[config.mk]
export PLATFORM = sky130hd
export DESIGN_NAME = imem_loader
export DESIGN_NICKNAME = d
export VERILOG_FILES = /design/src/rtl/imem_loader.sv
export SDC_FILE = /design/constraint.sdc
export NUM_CORES = 1
export LEC_CHECK = 0
export ABC_CLOCK_PERIOD_IN_PS = 1900
export CORE_AREA = 4 4 84 117
export CTS_BUF_LIST = sky130_fd_sc_hd__clkbuf_4
export DETAILED_ROUTE_END_ITERATION = 10
export DIE_AREA = 0 0 88 121
export PLACE_DENSITY_LB_ADDON = 0.1
export SLEW_MARGIN = 10
export SYNTH_ARGS = -nofsm -noshare
export SYNTH_HDL_FRONTEND = slang
export SYNTH_SLANG_ARGS = --single-unit
[constraint.sdc]
create_clock -name clk -period 1.9 [get_ports clk]
set_clock_uncertainty 0.15 [all_clocks]
set_input_delay 0.475 -clock clk [delete_from_list [all_inputs] [get_ports clk]]
set_output_delay 0.475 -clock clk [all_outputs]
set_load 0.02 [all_outputs]
[src/rtl/imem_loader.sv]
// Instruction-memory loader: turns a length-prefixed big-endian byte stream into
// consecutive word writes from address 0, holding the CPU in reset meanwhile.
module imem_loader #(
    parameter int ADDR_WIDTH = 6
) (
    input  logic                  clk,
    input  logic                  reset_n,
    input  logic                  start,
    input  logic [7:0]            rx_data,
    input  logic                  rx_valid,
    output logic                  rx_ready,
    output logic                  imem_we,
    output logic [ADDR_WIDTH-1:0] imem_addr,
    output logic [31:0]           imem_wd,
    output logic                  cpu_hold,
    output logic                  busy,
    output logic                  done,
    output logic [7:0]            word_count,
    output logic                  err_op,
    output logic                  err_len
);

    localparam logic [31:0] DEPTH = 32'd1 << ADDR_WIDTH;

    typedef enum logic [2:0] {
        S_IDLE,
        S_LEN,
        S_BYTE,
        S_WRITE,
        S_DONE
    } state_t;

    state_t                state_q, state_d;
    logic [1:0]            byte_idx_q, byte_idx_d;
    logic [7:0]            word_idx_q, word_idx_d;
    logic [7:0]            len_q, len_d;
    logic [23:0]           shift_q, shift_d;
    logic                  rx_ready_q, rx_ready_d;
    logic                  imem_we_q, imem_we_d;
    logic [ADDR_WIDTH-1:0] imem_addr_q, imem_addr_d;
    logic [31:0]           imem_wd_q, imem_wd_d;
    logic                  cpu_hold_q, cpu_hold_d;
    logic                  busy_q, busy_d;
    logic                  done_q, done_d;
    logic [7:0]            word_count_q, word_count_d;
    logic                  err_op_q, err_op_d;
    logic                  err_len_q, err_len_d;

    logic                  accept;
    logic [31:0]           word_full;

    function automatic logic op_supported(input logic [5:0] op);
        case (op)
            6'b000000, 6'b100011, 6'b101011,
            6'b000100, 6'b001000, 6'b000010: op_supported = 1'b1;
            default:                         op_supported = 1'b0;
        endcase
    endfunction

    assign accept    = rx_valid && rx_ready_q;
    assign word_full = {shift_q, rx_data};

    always_comb begin
        state_d      = state_q;
        byte_idx_d   = byte_idx_q;
        word_idx_d   = word_idx_q;
        len_d        = len_q;
        shift_d      = shift_q;
        imem_we_d    = 1'b0;
        imem_addr_d  = imem_addr_q;
        imem_wd_d    = imem_wd_q;
        word_count_d = word_count_q;
        err_op_d     = err_op_q;
        err_len_d    = err_len_q;

        case (state_q)
            S_IDLE: begin
                if (start) begin
                    state_d      = S_LEN;
                    err_op_d     = 1'b0;
                    err_len_d    = 1'b0;
                    word_count_d = 8'd0;
                    word_idx_d   = 8'd0;
                    imem_addr_d  = '0;
                end
            end
            S_LEN: begin
                if (accept) begin
                    len_d      = rx_data;
                    byte_idx_d = 2'd0;
                    if ({24'd0, rx_data} > DEPTH) begin
                        err_len_d = 1'b1;
                    end
                    state_d = (rx_data == 8'd0) ? S_DONE : S_BYTE;
                end
            end
            S_BYTE: begin
                if (accept) begin
                    shift_d    = word_full[23:0];
                    byte_idx_d = byte_idx_q + 2'd1;
                    if (byte_idx_q == 2'd3) begin
                        state_d = S_WRITE;
                        // Write strobe, address and data are registered here so they
                        // are all valid together for the whole WRITE cycle.
                        if ({24'd0, word_idx_q} < DEPTH) begin
                            imem_we_d    = 1'b1;
                            imem_addr_d  = ADDR_WIDTH'(word_idx_q);
                            imem_wd_d    = word_full;
                            word_count_d = word_count_q + 8'd1;
                            if (!op_supported(word_full[31:26])) begin
                                err_op_d = 1'b1;
                            end
                        end
                    end
                end
            end
            S_WRITE: begin
                word_idx_d = word_idx_q + 8'd1;
                byte_idx_d = 2'd0;
                state_d    = (word_idx_q + 8'd1 == len_q) ? S_DONE : S_BYTE;
            end
            S_DONE: begin
                state_d = S_IDLE;
            end
            default: begin
                state_d = S_IDLE;
            end
        endcase

        // Status outputs are registered copies of what the next state implies.
        rx_ready_d = (state_d == S_LEN) || (state_d == S_BYTE);
        busy_d     = (state_d != S_IDLE);
        cpu_hold_d = busy_d;
        done_d     = (state_d == S_DONE);
    end

    always_ff @(posedge clk or negedge reset_n) begin
        if (!reset_n) begin
            state_q      <= S_IDLE;
            byte_idx_q   <= 2'd0;
            word_idx_q   <= 8'd0;
            len_q        <= 8'd0;
            shift_q      <= 24'd0;
            rx_ready_q   <= 1'b0;
            imem_we_q    <= 1'b0;
            imem_addr_q  <= '0;
            imem_wd_q    <= 32'd0;
            cpu_hold_q   <= 1'b0;
            busy_q       <= 1'b0;
            done_q       <= 1'b0;
            word_count_q <= 8'd0;
            err_op_q     <= 1'b0;
            err_len_q    <= 1'b0;
        end else begin
            state_q      <= state_d;
            byte_idx_q   <= byte_idx_d;
            word_idx_q   <= word_idx_d;
            len_q        <= len_d;
            shift_q      <= shift_d;
            rx_ready_q   <= rx_ready_d;
            imem_we_q    <= imem_we_d;
            imem_addr_q  <= imem_addr_d;
            imem_wd_q    <= imem_wd_d;
            cpu_hold_q   <= cpu_hold_d;
            busy_q       <= busy_d;
            done_q       <= done_d;
            word_count_q <= word_count_d;
            err_op_q     <= err_op_d;
            err_len_q    <= err_len_d;
        end
    end

    assign rx_ready   = rx_ready_q;
    assign imem_we    = imem_we_q;
    assign imem_addr  = imem_addr_q;
    assign imem_wd    = imem_wd_q;
    assign cpu_hold   = cpu_hold_q;
    assign busy       = busy_q;
    assign done       = done_q;
    assign word_count = word_count_q;
    assign err_op     = err_op_q;
    assign err_len    = err_len_q;

endmodule

# --- Word-level counts from Yosys, hierarchy flattened ---
# Cells that the tools add are included.
op_classes:
  n_mux: 39
  n_eq_ne: 20
  n_reduce_logical: 19
  n_addsub: 3
  n_lt_le_gt_ge: 2
ops:
  columns: ["operator", "count"]
  rows:
  - ["two-way mux 8 bit", 4]
  - ["one-hot mux 8 bit (2 select lines)", 2]
  - ["two-way mux 6 bit", 4]
  - ["two-way mux 3 bit", 6]
  - ["adder 8 x 1 -> 8 bit, second input constant", 2]
  - ["two-way mux 1 bit", 16]
  - ["inequality test 2 bit, second input constant", 7]
  - ["== test 6 bit, second input constant", 2]
  - ["one-hot mux 3 bit (4 select lines)", 1]
  - ["one-hot mux 6 bit (2 select lines)", 1]
  - ["== test 3 x 2 -> 1 bit, second input constant", 3]
  - ["== test 8 bit", 1]
  - ["greater-than comparator 8 x 7 -> 1 bit, second input constant", 1]
  - ["zero test 8 bit", 1]
  - ["< comparator 8 x 7 -> 1 bit, second input constant", 1]
  - ["AND reduction 4 bit", 2]
  - ["== test 3 x 1 -> 1 bit, second input constant", 2]
  - ["== test 6 x 2 -> 1 bit, second input constant", 1]
  - ["== test 6 x 3 -> 1 bit, second input constant", 1]
  - ["== test 6 x 4 -> 1 bit, second input constant", 1]
  - ["zero test 6 bit", 1]
  - ["one-hot mux 2 bit (3 select lines)", 1]
  - ["AND reduction 2 bit", 3]
  - ["AND reduction 6 bit", 1]
  - ["other kinds (13)", 18]
totals:
  register_bits: 97
  in_bits: 12

# --- Depth between registers and ports, before layout ---
depth:
  word_depth: 12
  mapped_depth: 7
  ltp_nobuf: 6

# --- Worst setup path after synthesis ---
# No wires, ideal clock.
synth_path:
  kind: "reg2reg"
  startpoint: "register state_q[2]"
  endpoint: "register imem_wd_q[24], in the netlist imem_wd[24]"
  setup_slack_ns: -0.081
  period_less_slack_ns: 1.981
  arrival_ns: 1.704
  path_stages_with_launch: 7
  t_required_ns: 1.623
  path_cell_list: "dfrtp_1 buf_2 nor3b_4 and4_1 buf_6 buf_6 mux2_1"
synth_between:
  elab_chain_len: 2
synth_lines:
  columns: ["item", "line_no", "text"]
  rows:
  - ["start: declaration", "33", "state_t state_q, state_d;"]
  - ["start signal: assignment", "155", "state_q <= state_d;"]
  - ["== test 3 x 2 -> 1 bit", "76", "case (state_q)"]
  - ["AND reduction 4 bit (no source line)", null, null]
  - ["end signal: assignment", "163", "imem_wd_q <= imem_wd_d;"]
  - ["end: declaration", "41", "logic [31:0] imem_wd_q, imem_wd_d;"]
# Every way passes these cells.
# A chain may end at the register's enable or synchronous reset.

# --- Worst setup path after layout ---
layout_path:
  startpoint: "register word_idx_q[5]"
  endpoint: "register done_q, in the netlist done"
layout_between:
  elab_chain_len: 5
layout_lines:
  columns: ["item", "line_no", "text"]
  rows:
  - ["start: declaration", "35", "logic [7:0] word_idx_q, word_idx_d;"]
  - ["start signal: assignment", "157", "word_idx_q <= word_idx_d;"]
  - ["adder 8 x 1 -> 8 bit", "120", "state_d = (word_idx_q + 8'd1 == len_q) ? S_DONE : S_BYTE;"]
  - ["== test 8 bit", "120", null]
  - ["two-way mux 3 bit", "120", null]
  - ["one-hot mux 3 bit (4 select lines)", "76", null]
  - ["== test 3 bit", "134", "done_d = (state_d == S_DONE);"]
  - ["named net done_d", "44", "logic done_q, done_d;"]
  - ["end signal: assignment", "166", "done_q <= done_d;"]
  - ["end: declaration", "44", null]
# The timed path passes the listed nets, and every way through them passes these cells.

==> flow_metrics.py <==
metrics = {
    "synthesis": {
        "synth-seq-cells": 97,
        "netlist_area_um2": 4360,
        "avgSynthCellArea_um2": 12.6,
        "yosysTopAreaCell": "dfrtp_1",
        "synth_nets": 361,
        "synth_cell_types": 53,
        "seq_area_frac_synth_pct": 55.7,
        "synth_area_leaders": "dfrtp_1 (56%), mux2_2 (12%), mux2_1 (4.4%)",
        "syn_inst": 346,
        "yosysTopAreaCellShare_pct": 55.7,
        "synth-edff-count": 0,
        "yosys_warnings": 0,
        "async_reset_ff_share_pct": 100,
        "synthFlopType": "dfrtp_1",
    },
    "final_layout": {
        "final_cells": 573,
        "areaGrowthSynthToFinish_pct": 30.8,
        "final_core_util_pct": 64.2,
        "drive_gt1_share_pct": 34.1,
        "antennaDiodeCount": 0,
        "nets": 476,
    },
    "timing": {
        "clock.fmax_mhz": 517,
        "setup_viol": 3,
        "worst_slew_pin_slew_ns": 0.386,
        "maxSlewHeadroom_pct": 74.3,
        "period_needed_ns": 1.93,
        "drv_slew": 0,
        "finalHoldViolations": 0,
        "whs_ns": 0.324,
        "fin_ws_ns": -0.0330,
        "rsz0062_at_grt": "yes",
        "fin_setup_tns_ns": -0.0773,
        "min_period_over_period_pct": 102,
    },
    "floorplan": {
        "io_pins": 65,
        "die-area_um2": 10600,
        "die_h_um": 121,
        "start_util_pct": 49.1,
        "die-width_um": 88,
        "core_um2": 8870,
        "num_rows": 41,
    },
    "detailed_routing": {
        "dr.pass1.iters": 4,
        "vias": 3021,
        "ant_nets": 0,
        "routed_via_density": 5.27,
        "drt_iter0_markers": 134,
        "drc": 0,
        "finalWirelength_um": 9480,
        "routedWlPerCell_um": 16.5,
    },
    "place": {
        "routabilityCongestion": 0.896,
        "post-dp-hpwl_um": 6970,
        "numPortBuffers": 64,
        "dp.cells": 554,
    },
    "clocking": {
        "clk_pin_slew_ns": 0.15,
        "cts_buffers": 9,
        "cts_tree": "done",
        "htreeDepth": 3,
        "cts-root-buf": "clkbuf_4",
        "clockBufferDepth": 2,
        "worstSkewPairLatency_ns": 0.44,
        "cts.sinks": 97,
    },
    "worst_setup_path": {
        "crit_fanout": 5,
        "cp.arrival_ns": 2.18,
        "worst_path_largest_cell_delay_ns": 0.45,
        "cp-end-kind": "flop",
        "cp_data_required_time_ns": 2.15,
        "reg2reg_slack_ns": -0.03,
        "critPathKind": "reg2reg",
        "critPathLaunchType": "flop",
        "critPathTopFamily": "compound AO/OA/AOI/OAI gates",
        "crit_slowest_cell": "dfrtp_2",
        "path_cells": "and4_2 -> mux2i_1 -> o2111ai_2 -> a2111oi_4 -> a41o_1",
        "cp.buffers_inverters": 0,
    },
    "grt": {
        "grt_max_degree": 44,
        "track_usage_pct": 19.0,
        "grt_pass1_vias": 3076,
        "grt_pass1_wl_um": 15300,
        "overflow": 0,
        "antenna_found_initial": 0,
    },
    "power_and_ir_drop": {
        "p_leak_nw": 2.74,
        "finalPower_mw": 7.81,
        "vdd_drop_max_v": 0.000802,
        "powerDensity_nw_per_um2": 1370,
    },
    "flow_run": {
        "maxCapViolations": 0,
    },
    "outcome": {
        "status": "finished, violations left",
        "violations": "setup timing",
    },
    "worst_hold_path": {
        "hold_path.class": "in2async",
    },
}
## layout make-up
cell class	count	area [um2]
Fill cell	729	3170
Sequential cell	97	2440
Multi-Input combinational cell	223	1880
Timing Repair Buffer	125	1120
Tap cell	107	134
Clock buffer	10	75.1
Clock inverter	6	42.5
Inverter	5	18.8
## metrics by stage
stage          cell area (um2)  worst slack, ns
6_report                  5700          -0.0330
3_5_place_dp              5520           -0.562
2_1_floorplan             4400          -0.0812
4_1_cts                   5610          -0.0798
5_1_grt                   5700           -0.112
3_3_place_gp              5520           -0.540
## routing by layer
layer	vias to the layer above	part of all wire [%]	GRT usage, %
met5	-	0	0
met4	0	2.4	8.35
met3	16	4.0	4.08
met2	59	51	31.4
li1	1475	-	-
met1	1471	43	23.7
## registers in the layout (all words and copies together) (netlist names)
| name | count |
|---|---|
| err_op | 1 |
| imem_addr | 6 |
| word_count | 8 |
| busy | 1 |
| byte_idx_q | 2 |
| word_idx_q | 8 |
| imem_we | 1 |
| err_len | 1 |
| imem_wd | 32 |
| len_q | 8 |
| done | 1 |
| rx_ready | 1 |
| shift_q | 24 |
| state_q | 3 |
## synth_stat cells (5+ instances only)
cell	instances
a21oi_1	11
mux2_1	17
mux2_2	48
buf_4	6
inv_1	5
nand3_1	8
o21ai_0	23
xor2_1	9
buf_2	8
nor2_1	18
nand2_1	28
dfrtp_1	97
## cells by family (layout without fill, tap and decap cells)
| group | after synthesis | in the layout | synth area share (%) |
|---|---|---|---|
| compound gates | 55 | 55 | 8.82 |
| buf+inv | 26 | 146 | 3.76 |
| mux | 66 | 66 | 17.0 |
| xor+xnor | 13 | 13 | 2.61 |
| fa+ha+maj | 4 | 4 | 1.09 |
| flops | 97 | 97 | 55.7 |
| simple gates | 85 | 85 | 11.0 |
## timing repair
item	4_1_cts	5_1_grt
buffers inserted	1	1
pin swaps	5	6
endpoints found under the hold margin	24	0
resized for setup	59	26
endpoints found under the setup margin	57	19
hold buffers	1	0
## where the power goes
part / total, mW / leakage [nW] / internal [mW] / switching [mW]
Clock: 0.988 / 0.0644 / 0.288 / 0.700
Sequential: 3.42 / 1.24 / 2.85 / 0.573
Combinational: 3.40 / 1.44 / 1.72 / 1.68
Total: 7.81 / 2.74 / 4.85 / 2.96
## cell usage in the layout (no fill, tap or decap), drive strengths merged, types with 4 or more instances in the layout
cell type,instances
mux2,65
dfrtp,97
o21ai,24
nand2,28
xnor2,4
buf,61
nor2,18
dlygate4sd2,50
clkbuf,11
clkdlybuf4s50,10
nand3,9
a21oi,11
inv,6
nand4b,4
clkinv,4
xor2,9
## path summary, 6_finish.rpt
| path | end | startpoint | depth (start not counted) |
|---|---|---|---|
| max in group asynchronous | shift_q[11] | reset_n | 3 |
| worst min register to register | imem_addr[0] | imem_addr[0] | 2 |
| worst max register to register | done | word_idx_q[5] | 5 |
| worst max-delay path | done | word_idx_q[5] | 5 |
| worst min-delay path | imem_addr[2] | reset_n | 2 |
| min in group clk | imem_addr[0] | imem_addr[0] | 2 |
No activity file was read; power rests on OpenSTA's default activity.
